## src/rtl/router_dst_fifo_if.sv

```systemverilog
// Destination-port bundle of the router output FIFO: write side from the router core,
// read side to the destination reader. Optional fill_level under ROUTER_DST_FIFO_LEVEL_EN.
interface router_dst_fifo_if #(
    parameter int DEPTH = 16,
    parameter int WIDTH = 8
);
    localparam int AW = $clog2(DEPTH);

    logic             write_enb;
    logic [WIDTH-1:0] data_in;
    logic             lfd_state;
    logic             read_enable;
    logic [WIDTH-1:0] data_out;
    logic             valid_out;
    logic             full;
    logic             empty;
    logic             soft_reset;
`ifdef ROUTER_DST_FIFO_LEVEL_EN
    logic [AW:0]      fill_level;

    modport master (
        output write_enb, data_in, lfd_state, read_enable,
        input  data_out, valid_out, full, empty, soft_reset, fill_level
    );
    modport slave (
        input  write_enb, data_in, lfd_state, read_enable,
        output data_out, valid_out, full, empty, soft_reset, fill_level
    );
`else
    modport master (
        output write_enb, data_in, lfd_state, read_enable,
        input  data_out, valid_out, full, empty, soft_reset
    );
    modport slave (
        input  write_enb, data_in, lfd_state, read_enable,
        output data_out, valid_out, full, empty, soft_reset
    );
`endif
endinterface

```

## src/rtl/router_dst_fifo.sv

```systemverilog
// Per-destination router output FIFO with header tracking and a stall-timeout flush.
// Define ROUTER_DST_FIFO_LEVEL_EN to expose fill_level on the interface.
module router_dst_fifo #(
    parameter int DEPTH   = 16,
    parameter int WIDTH   = 8,
    parameter int TIMEOUT = 30
) (
    input  logic clock,
    input  logic reset,
    router_dst_fifo_if.slave bus
);
    localparam int AW = $clog2(DEPTH);
    localparam int SW = $clog2(TIMEOUT);
    localparam int PW = WIDTH - 1;

    localparam logic [AW:0]   PTR_ONE    = (AW+1)'(1);
    localparam logic [PW-1:0] PKT_ONE    = PW'(1);
    localparam logic [SW-1:0] STALL_ONE  = SW'(1);
    localparam logic [SW-1:0] STALL_LAST = SW'(TIMEOUT - 2);

    localparam logic [1:0] ST_IDLE  = 2'd0;
    localparam logic [1:0] ST_WAIT  = 2'd1;
    localparam logic [1:0] ST_FLUSH = 2'd2;

    logic [WIDTH:0]   mem_q [DEPTH];

    logic [AW:0]      wr_ptr_q, wr_ptr_d;
    logic [AW:0]      rd_ptr_q, rd_ptr_d;
    logic [WIDTH-1:0] data_out_q, data_out_d;
    logic [PW-1:0]    pkt_cnt_q, pkt_cnt_d;
    logic             eop_q, eop_d;
    logic [SW-1:0]    stall_cnt_q, stall_cnt_d;
    logic [1:0]       state_q, state_d;
    logic             soft_reset_q, soft_reset_d;

    logic             empty, full, push, pop, stalled;
    logic [WIDTH:0]   rd_word;

    assign empty   = (wr_ptr_q == rd_ptr_q);
    assign full    = (wr_ptr_q[AW] != rd_ptr_q[AW]) &&
                     (wr_ptr_q[AW-1:0] == rd_ptr_q[AW-1:0]);
    // A write in the flush cycle would survive into the cleared FIFO, so it is refused.
    assign push    = bus.write_enb & ~full & ~soft_reset_q & ~reset;
    assign pop     = bus.read_enable & ~empty;
    assign stalled = ~empty & ~bus.read_enable;
    assign rd_word = mem_q[rd_ptr_q[AW-1:0]];

    always_ff @(posedge clock) begin
        if (push) begin
            mem_q[wr_ptr_q[AW-1:0]] <= {bus.lfd_state, bus.data_in};
        end
    end

    always_comb begin
        wr_ptr_d   = wr_ptr_q;
        rd_ptr_d   = rd_ptr_q;
        data_out_d = data_out_q;
        pkt_cnt_d  = pkt_cnt_q;
        eop_d      = 1'b0;

        if (push) begin
            wr_ptr_d = wr_ptr_q + PTR_ONE;
        end

        if (pop) begin
            rd_ptr_d   = rd_ptr_q + PTR_ONE;
            data_out_d = rd_word[WIDTH-1:0];
            if (rd_word[WIDTH]) begin
                // Header carries payload length in its upper bits; +1 covers the parity byte.
                pkt_cnt_d = {1'b0, rd_word[WIDTH-1:2]} + PKT_ONE;
            end else if (pkt_cnt_q != '0) begin
                pkt_cnt_d = pkt_cnt_q - PKT_ONE;
                eop_d     = (pkt_cnt_q == PKT_ONE);
            end
        end else if (eop_q) begin
            data_out_d = '0;
        end
    end

    always_comb begin
        state_d      = state_q;
        stall_cnt_d  = stall_cnt_q;
        soft_reset_d = 1'b0;

        case (state_q)
            ST_FLUSH: begin
                state_d     = ST_IDLE;
                stall_cnt_d = '0;
            end
            default: begin
                if (stalled) begin
                    stall_cnt_d = stall_cnt_q + STALL_ONE;
                    if (stall_cnt_q == STALL_LAST) begin
                        state_d      = ST_FLUSH;
                        soft_reset_d = 1'b1;
                    end else begin
                        state_d = ST_WAIT;
                    end
                end else begin
                    state_d     = ST_IDLE;
                    stall_cnt_d = '0;
                end
            end
        endcase
    end

    always_ff @(posedge clock) begin
        if (reset || soft_reset_q) begin
            wr_ptr_q     <= '0;
            rd_ptr_q     <= '0;
            data_out_q   <= '0;
            pkt_cnt_q    <= '0;
            eop_q        <= 1'b0;
            stall_cnt_q  <= '0;
            state_q      <= ST_IDLE;
            soft_reset_q <= 1'b0;
        end else begin
            wr_ptr_q     <= wr_ptr_d;
            rd_ptr_q     <= rd_ptr_d;
            data_out_q   <= data_out_d;
            pkt_cnt_q    <= pkt_cnt_d;
            eop_q        <= eop_d;
            stall_cnt_q  <= stall_cnt_d;
            state_q      <= state_d;
            soft_reset_q <= soft_reset_d;
        end
    end

    assign bus.data_out   = data_out_q;
    assign bus.valid_out  = ~empty;
    assign bus.full       = full;
    assign bus.empty      = empty;
    assign bus.soft_reset = soft_reset_q;
`ifdef ROUTER_DST_FIFO_LEVEL_EN
    assign bus.fill_level = wr_ptr_q - rd_ptr_q;
`endif

endmodule

```

## src/flat_wrapper.sv

```systemverilog
// flat-port wrapper written by rule: the top's interface ports become plain ports
module router_dst_fifo_flat 
#(
    parameter int DEPTH   = 16,
    parameter int WIDTH   = 8,
    parameter int TIMEOUT = 30
)
  (clock, reset, bus_write_enb, bus_data_in, bus_lfd_state, bus_read_enable, bus_data_out, bus_valid_out, bus_full, bus_empty, bus_soft_reset);
  router_dst_fifo_if #(.DEPTH(DEPTH), .WIDTH(WIDTH)) bus_i ();
  input  logic clock;
  input  logic reset;
  input wire logic [$bits(bus_i.write_enb)-1:0] bus_write_enb;
  input wire logic [$bits(bus_i.data_in)-1:0] bus_data_in;
  input wire logic [$bits(bus_i.lfd_state)-1:0] bus_lfd_state;
  input wire logic [$bits(bus_i.read_enable)-1:0] bus_read_enable;
  output wire logic [$bits(bus_i.data_out)-1:0] bus_data_out;
  output wire logic [$bits(bus_i.valid_out)-1:0] bus_valid_out;
  output wire logic [$bits(bus_i.full)-1:0] bus_full;
  output wire logic [$bits(bus_i.empty)-1:0] bus_empty;
  output wire logic [$bits(bus_i.soft_reset)-1:0] bus_soft_reset;
  assign bus_i.write_enb = bus_write_enb;
  assign bus_i.data_in = bus_data_in;
  assign bus_i.lfd_state = bus_lfd_state;
  assign bus_i.read_enable = bus_read_enable;
  assign bus_data_out = bus_i.data_out;
  assign bus_valid_out = bus_i.valid_out;
  assign bus_full = bus_i.full;
  assign bus_empty = bus_i.empty;
  assign bus_soft_reset = bus_i.soft_reset;
  router_dst_fifo #(.DEPTH(DEPTH), .WIDTH(WIDTH), .TIMEOUT(TIMEOUT)) u_core (.clock(clock), .reset(reset), .bus(bus_i));
endmodule
```

## config.mk

```make
export PLATFORM = sky130hd
export DESIGN_NAME = router_dst_fifo_flat
export DESIGN_NICKNAME = d
export VERILOG_FILES = /design/src/rtl/router_dst_fifo_if.sv /design/src/rtl/router_dst_fifo.sv /design/src/flat_wrapper.sv
export SDC_FILE = /design/constraint.sdc
export NUM_CORES = 1
export LEC_CHECK = 0
export ABC_CLOCK_PERIOD_IN_PS = 4400
export BUFFER_PORTS_ARGS = -buffer_cell sky130_fd_sc_hd__buf_2
export CAP_MARGIN = 20
export CORE_MARGIN = 4
export CORE_UTILIZATION = 50
export DETAILED_ROUTE_END_ITERATION = 16
export PLACE_DENSITY = 0.66
export SYNTH_ARGS = -nofsm -noshare
export SYNTH_HDL_FRONTEND = slang
export SYNTH_SLANG_ARGS = --single-unit
export TNS_END_PERCENT = 5
```

## constraint.sdc

```tcl
create_clock -name clock -period 4.4 [get_ports clock]
set_input_delay 0.44 -clock clock [delete_from_list [all_inputs] [get_ports clock]]
set_output_delay 0.44 -clock clock [all_outputs]
set_load 0.005 [all_outputs]
```

# Word level (Yosys, flattened, before mapping)
# Memory sizes are Yosys's and may differ from the RTL's. A register that Yosys moved wholly into a read port is not among the register bits.
# Index checks and enable logic that the tools add are counted.
# op_classes
add_sub_neg	5
multipliers	0
div	0
order_cmp	0
eq_ne	6
n_shift	0
muxes	10
bitwise_logic	13
n_reduce_logical	8
# ops
operator	n
$mux W8	2
$add A5 B1 Y5 const B	3
$mux W7	2
$mux W4	2
$not A1 Y1	8
$add A6 B1 Y7 const B	1
$eq A7 B1 Y1 const B	1
$reduce_bool A7 Y1	1
$sub A7 B1 Y7 const B	1
$and A1 B1 Y1	5
$eq A5 B5 Y1	1
$eq A5 B5 Y1 const B	1
$eq A4 B4 Y1	1
$reduce_bool A2 Y1	2
$reduce_or A4 Y1	1
$mux W1	3
$reduce_or A3 Y1	1
$eq A2 B2 Y1 const B	1
$mux W2	1
$reduce_and A2 Y1	1
$logic_and A1 B1 Y1	1
$logic_or A1 B1 Y1	1
$ne A1 B1 Y1	1
# totals
ff_bits	34
latchBits	0
mem_bits_rw	144
rom_bits	0
output_inout_bits	12
memories	1
# mem_list
memory	words	word_bits	read_ports	rd_clocked_by_memory_dff	wr	line	rtl
u_core.mem_q	16	9	1	1	1	router_dst_fifo.sv:25	logic [WIDTH:0] mem_q [DEPTH];

# Logic depth before layout (Yosys ltp)
# Gate-level depths: netlist (run 1).
# logic_depth
word_depth	8
depth_mapped	11

# Worst setup path after synthesis (run 1)
# No wires, ideal clock.
# synth_timing
path_type	reg-to-reg
startpoint	register (tool-made name)
endpoint	register u_core.pkt_cnt_q[4]
setup_ps	75
arrival_time_ps	2283
slack_ps	2043
path_stages_with_launch	12
path_buffers	3
cell_sequence	dfxtp_1 > buf_6 > buf_12 > buf_4 > mux4_2 > a22oi_1 > nand2_1 > ha_1 > nand3_1 > xnor2_1 > nand3_1 > a31oi_1
# synth_lines
element	line	rtl
to (signal assigned)	router_dst_fifo.sv:121	pkt_cnt_q <= pkt_cnt_d;
to (decl)	router_dst_fifo.sv:30	logic [PW-1:0] pkt_cnt_q, pkt_cnt_d;

==> results of run 1 <==
## cells by family after synthesis
logic type / share of synthesized area [%]
flops: 68.9
simple gates: 8.10
mux: 12.9
compound gates: 3.71
buf+inv: 2.29
xor+xnor: 2.27
fa+ha+maj: 1.88
## worst max-delay path, delay by kind of cell (launching register included)
kind                     cells  cell delay, ns
AO/OA/AOI/OAI                2            0.32
adder cells (fa/ha/maj)      1            0.22
flip-flops                   1            0.68
AND/OR/NAND/NOR              4            1.36
## flip-flops by register name (all words and copies together) (netlist names), named ones only
name,cells
u_core.rd_ptr_q,5
u_core.pkt_cnt_q,7
u_core.wr_ptr_q,5
u_core.eop_q,1
u_core.stall_cnt_q,5
u_core.bus.data_out,8
u_core.mem_q,144
u_core.bus.soft_reset,1
## placed cells by master, fill, tap and decap left out, types with 10 or more instances in the layout
master	instances
dfxtp_1	35
buf_2	24
nand3_1	11
mux4_2	37
nand2_1	30
nor2_1	34
buf_4	11
clkbuf_16	17
xor2_1	11
a21oi_1	15
a22oi_1	10
edfxtp_1	144
ha_1	11
## power groups by stage
stage	logic (uW)	clock network, uW	registers [uW]
2_1_floorplan	480	0	1950
3_3_place_gp	544	0	2000
3_5_place_dp	551	0	2000
4_1_cts	555	1410	1970
5_1_grt	656	1480	1940
6_report	595	1390	1930
## per-layer routing
| layer | vias to the layer above | routed length, um |
|---|---|---|
| li1 | 1792 | - |
| met1 | 2028 | 6680 |
| met2 | 75 | 7110 |
| met3 | 16 | 485 |
| met4 | 0 | 174 |
| met5 | - | 0 |
## through the flow
step           hold slack (ns)  total power [uW]  std cells  setup slack (ns)
2_1_floorplan            0.430              2430        439              2.04
3_3_place_gp             0.444              2540        635              1.43
3_5_place_dp             0.462              2550        640              1.33
4_1_cts                  0.287              3930        672              1.31
5_1_grt                  0.329              4070        676              1.53
6_report                 0.311              3910        676              1.73
## path summary, 6_finish.rpt
| check | start | end | slack, ns |
|---|---|---|---|
| worst min-delay path | bus_write_enb | u_core.wr_ptr_q[1] | 0.31 |
| worst max-delay path | flop | u_core.pkt_cnt_q[6] | 1.73 |
| worst max register to register | flop | u_core.pkt_cnt_q[6] | 1.73 |
| worst min register to register | u_core.stall_cnt_q[0] | u_core.stall_cnt_q[0] | 0.47 |
## layout make-up
cell class,count,area share [%]
multi-input cells,231,25.5
flip-flops and latches,180,61.1
inverters,10,0.454
clock buffers,19,5.24
well taps,180,2.72
repair buffers,43,3.65
clock inverters,13,1.35
==> flow_summary.toml, run 1 <==
[floorplanning]
core_um2 = 14100
dieWidth_um = 129
die_area_um2 = 16600
ios = 25
die_h_um = 129
row_count = 43
start_util_pct = 52.0

[placed_design]
port_buffers = 24
hpwl_um = 9470
globalplace.congestion = 0.786
place_area_um2 = 7670

[cts]
cts-hold-fix-buffers = 0
clk_pin_slew_worst_paths_ns = 0.07
cts_buffer_depth = 2
cts_htree_levels = 4
clock_sinks = 180
cts_setup_buffers = 0
cts.repair.resized = 0
cts_tree = "yes"
cts_inserted_buffers = 17
root_buffer = "clkbuf_16"
clock_latency_ns = 0.42

[worst_setup_path]
path_cells = "nor2b_1 -> a22oi_1 -> nand2_1 -> ha_1 -> nand3_1 -> or4_1 -> a31oi_1"
critPathCaptureType = "flop"
worst-path-max-fanout = 11
crit_path_top_delay_cell = "dfxtp_1"
cp-start-kind = "flop"
worst-setup-path-type = "reg -> reg"
arrival_ns = 3.02
required_ns = 4.75
rr_worst_depth = 7
slowest_delay_ns = 0.68

[detailed_routing]
routedWlPerCell_um = 21.4
initialDrtViolationCount = 301
vias = 3911
wirelength_um = 14500
dr.pass1.iters = 4
ant_nets = 0
drc_errors = 0
drt-vias-per-instance = 5.79

[finish]
final_layout_size_suffix_gt1_share_pct = 23.8
antenna_cells = 0
final_nets = 507
seq_area_um2 = 5050
design_area_um2 = 8270
post-route-util_pct = 58.6
fillers = 1118
syn_to_final_growth_pct = 12.9
multi_input_area_um2 = 2110

[timing]
max_clock_freq_ghz = 0.374
fin_crit_sh_pct = 60.7
relSlewSlack_pct = 52.0
rsz0062_at_grt = "no"
final.setup_skew_ns = 0.00835
slew_violations = 0
setup_viol = 0
fin_setup_tns_ns = 0
tightest_slew_ns = 0.713
hold_viol_final = 0
period_needed_ns = 2.67

[synthesis]
synth_edf_count = 144
async_reset_ff_share_pct = 0
yosysMostFrequentCell = "edfxtp_1"
syn_area_per_cell_um2 = 16.7
synth_commonest_cells = "144 x edfxtp_1, 37 x mux4_2, 36 x dfxtp_1"
synth.distinct_cells = 49
synth_cells = 439
yosysWarnings = 0
synthTopCellsByArea = "edfxtp_1 59%, mux4_2 11%, dfxtp_1 9.8%"
ys_ff_latch = 180
ys_seq_area_share_pct = 68.9
synth_top_area_share_pct = 59.0
yosysTopAreaCell = "edfxtp_1"
synthFlopType = "edfxtp_1"
synth_nets = 463
synth_area_um2 = 7320

[power_and_ir_drop]
switching_share_pct = 25.0
power.leakage_uw = 0.00274
p_comb_share_pct = 15.2
p_seq_share_pct = 49.4
p_per_area_nw_per_um2 = 473
switchingPower_uw = 976
intPower_uw = 2930
pwr-share-clk_pct = 35.4
ir_drop_mv = 0.316

[global_routing]
use_met3_pct = 3.79
met1_usage_pct = 26.7
met2_usage_pct = 29.2
grt_busiest_layer = "met2"
gr-total-overflow = 0
antenna_found_initial = 0
grt_usage_pct = 18.6
grt_first_pass_wirelength_um = 22700
grt_max_degree = 37
grt_pass1_vias = 3888

[min_path]
min_path_cells = 3
holdCritPathClass = "in -> reg"

[status]
status = "complete, no violations"

[run]
cap_violations = 0
No activity file was read; power rests on OpenSTA's default activity.
==> inputs of run 2 (changes only) <==
--- a/config.mk
+++ b/config.mk
@@ -5,13 +5,13 @@
 export SDC_FILE = /design/constraint.sdc
 export NUM_CORES = 1
 export LEC_CHECK = 0
-export ABC_CLOCK_PERIOD_IN_PS = 4400
+export ABC_CLOCK_PERIOD_IN_PS = 2300
 export BUFFER_PORTS_ARGS = -buffer_cell sky130_fd_sc_hd__buf_2
 export CAP_MARGIN = 20
 export CORE_MARGIN = 4
 export CORE_UTILIZATION = 50
 export DETAILED_ROUTE_END_ITERATION = 16
-export PLACE_DENSITY = 0.66
+export PLACE_DENSITY = 0.69
 export SYNTH_ARGS = -nofsm -noshare
 export SYNTH_HDL_FRONTEND = slang
 export SYNTH_SLANG_ARGS = --single-unit
==> constraint.sdc (replaced) <==
create_clock -name clock -period 2.3 [get_ports clock]
set_input_delay 0.23 -clock clock [delete_from_list [all_inputs] [get_ports clock]]
set_output_delay 0.23 -clock clock [all_outputs]
set_load 0.005 [all_outputs]
==> run 2 against run 1 <==
  * The run now ends with setup timing left
  * Register-to-register slack lost 1.8 ns
  * Die area did not move
  * Sequential power increased by 91%
  * Non-clock buffer count increased by 29
  * Wire length up 4.7%
  * First-iteration DRC count up 10%
  * Utilization rose by 3.2 points
  * Maximum frequency grew 14%
  * Count of clock-buffer cells in the layout fell by 1
  * Global-route usage about the same
  * Combinational power rose to 2.5 times the previous value
  * Critical endpoint is now u_core.pkt_cnt_q[4]
==> flow_summary.toml, run 2 (synthesized netlist as in run 1, its figures left out) <==
[detailed_routing]
drt-vias-per-instance = 5.84
wirelength_um = 15100
routedWlPerCell_um = 21.4
initialDrtViolationCount = 331
ant_nets = 0
drc_errors = 0
dr.pass1.iters = 5
vias = 4126

[finish]
final_layout_size_suffix_gt1_share_pct = 32.1
final_cell_mix = "144 x edfxtp_1, 38 x buf_4, 37 x mux4_2, 34 x dfxtp_1, 28 x nand2_1"
antenna_cells = 0
multi_input_area_um2 = 2230
largest_register_ffs = 144
seq_area_um2 = 5050
syn_to_final_growth_pct = 19.0
layout_commonest_cell = "edfxtp_1"
final_nets = 537
fillers = 1015

[min_path]
holdCritPathClass = "in -> reg"

[timing]
whs_ns = 0.102
fin_setup_tns_ns = -0.0555
max_clock_freq_ghz = 0.429
hold_viol_final = 0
rsz0062_at_grt = "yes"
period_needed_ns = 2.33
fin_crit_sh_pct = 101
tightest_slew_ns = 1.07
fin_ws_ns = -0.0335
slew_violations = 0
final.setup_skew_ns = 0.0134
relSlewSlack_pct = 28.4
setup_viol = 3

[placed_design]
globalplace.congestion = 0.801
pre_cts_slack_ns = -0.0796
port_buffers = 24
hpwl_um = 9800

[power_and_ir_drop]
power.leakage_uw = 0.00295
p_per_area_nw_per_um2 = 921
ir_drop_mv = 0.675

[cts]
cts_buffer_depth = 2
cts-hold-fix-buffers = 0
clock_sinks = 180
clock_latency_ns = 0.43
cts_tree = "yes"
cts_inserted_buffers = 17
clk_pin_slew_worst_paths_ns = 0.06
root_buffer = "clkbuf_16"
cts_htree_levels = 4

[floorplanning]
die_area_um2 = 16600
ios = 25
row_count = 43
die_h_um = 129
start_util_pct = 52.0
core_um2 = 14100
dieWidth_um = 129

[status]
status = "complete, but fails checks"
violations = "setup timing"

[worst_setup_path]
path_cells = "buf_12 -> mux4_2 -> mux4_1 -> nor3_2 -> mux2i_1 -> a31oi_1"
crit_path_top_delay_cell = "mux4_1"
arrival_ns = 2.68
cp-start-kind = "flop"
worst-setup-path-type = "reg -> reg"
slowest_delay_ns = 0.66
required_ns = 2.65
rr_worst_depth = 6
crit_end = "u_core.pkt_cnt_q[4]"
rr_endpoint = "u_core.pkt_cnt_q[4]"
critPathCaptureType = "flop"
rrSetupSlack_ns = -0.03
worst-path-max-fanout = 7

[run]
cap_violations = 0

[global_routing]
grt_max_degree = 29
antenna_found_initial = 0
grt_pass1_vias = 4071
gr-total-overflow = 0
grt_first_pass_wirelength_um = 22700
grt_usage_pct = 18.6
## run 2: area by class of cell
cell class / count / share of cell area [%]
flip-flops and latches: 180 / 58.0
multi-input cells: 232 / 25.6
repair buffers: 72 / 6.82
clock buffers: 18 / 4.93
well taps: 180 / 2.59
clock inverters: 14 / 1.71
inverters: 10 / 0.431
## run 2: layer usage
metal / part of all wire (%) / global-route usage [%] / up-vias
met3: 5.8 / 4.95 / 23
met2: 51 / 30.5 / 141
met1: 42 / 24.6 / 2090
met4: 1.4 / 5.93 / 0
met5: 0 / 0 / -
li1: - / - / 1872
## run 2: worst min path at each step
stage	start	to	slack (ns)	cells after the start
2_1_floorplan	bus_data_in[0]	u_core.mem_q[0][0]	0.33	0
6_report	bus_write_enb	u_core.wr_ptr_q[1]	0.10	3
5_1_grt	bus_write_enb	u_core.wr_ptr_q[1]	0.10	3
3_3_place_gp	u_core.stall_cnt_q[0]	u_core.stall_cnt_q[0]	0.44	1
3_5_place_dp	u_core.stall_cnt_q[0]	u_core.stall_cnt_q[0]	0.45	1
4_1_cts	bus_write_enb	u_core.wr_ptr_q[1]	0.08	3
## run 2: repair_timing
action,CTS,global route
resized for setup,9,14
cloned,0,4
setup endpoints to repair,32,57
buffers inserted,0,1
pin swaps,5,8
## run 2: per-stage QoR
stage / util [%] / total power, uW / cells / instance area (um^2)
3_3_place_gp: 56.1 / 5060 / 666 / 7910
5_1_grt: 61.8 / 8360 / 706 / 8710
6_report: 61.8 / 8020 / 706 / 8710
4_1_cts: 60.5 / 7930 / 699 / 8530
3_5_place_dp: 56.2 / 5090 / 667 / 7920
2_1_floorplan: - / 4660 / 439 / 7340
## run 2: critical path: cells and delay by family (launching register included)
kind / cells / cell delay, ns
buffers and inverters: 1 / 0.15
flip-flops: 1 / 0.39
AO/OA/AOI/OAI: 1 / 0.18
AND/OR/NAND/NOR: 1 / 0.20
multiplexers: 3 / 1.35
## run 2: power breakdown
group / internal (uW) / leakage [uW] / switching (uW) / total (uW)
Combinational: 775 / 0.00108 / 734 / 1510
Clock: 1610 / 0.000281 / 1220 / 2840
Sequential: 3600 / 0.00159 / 76.6 / 3680
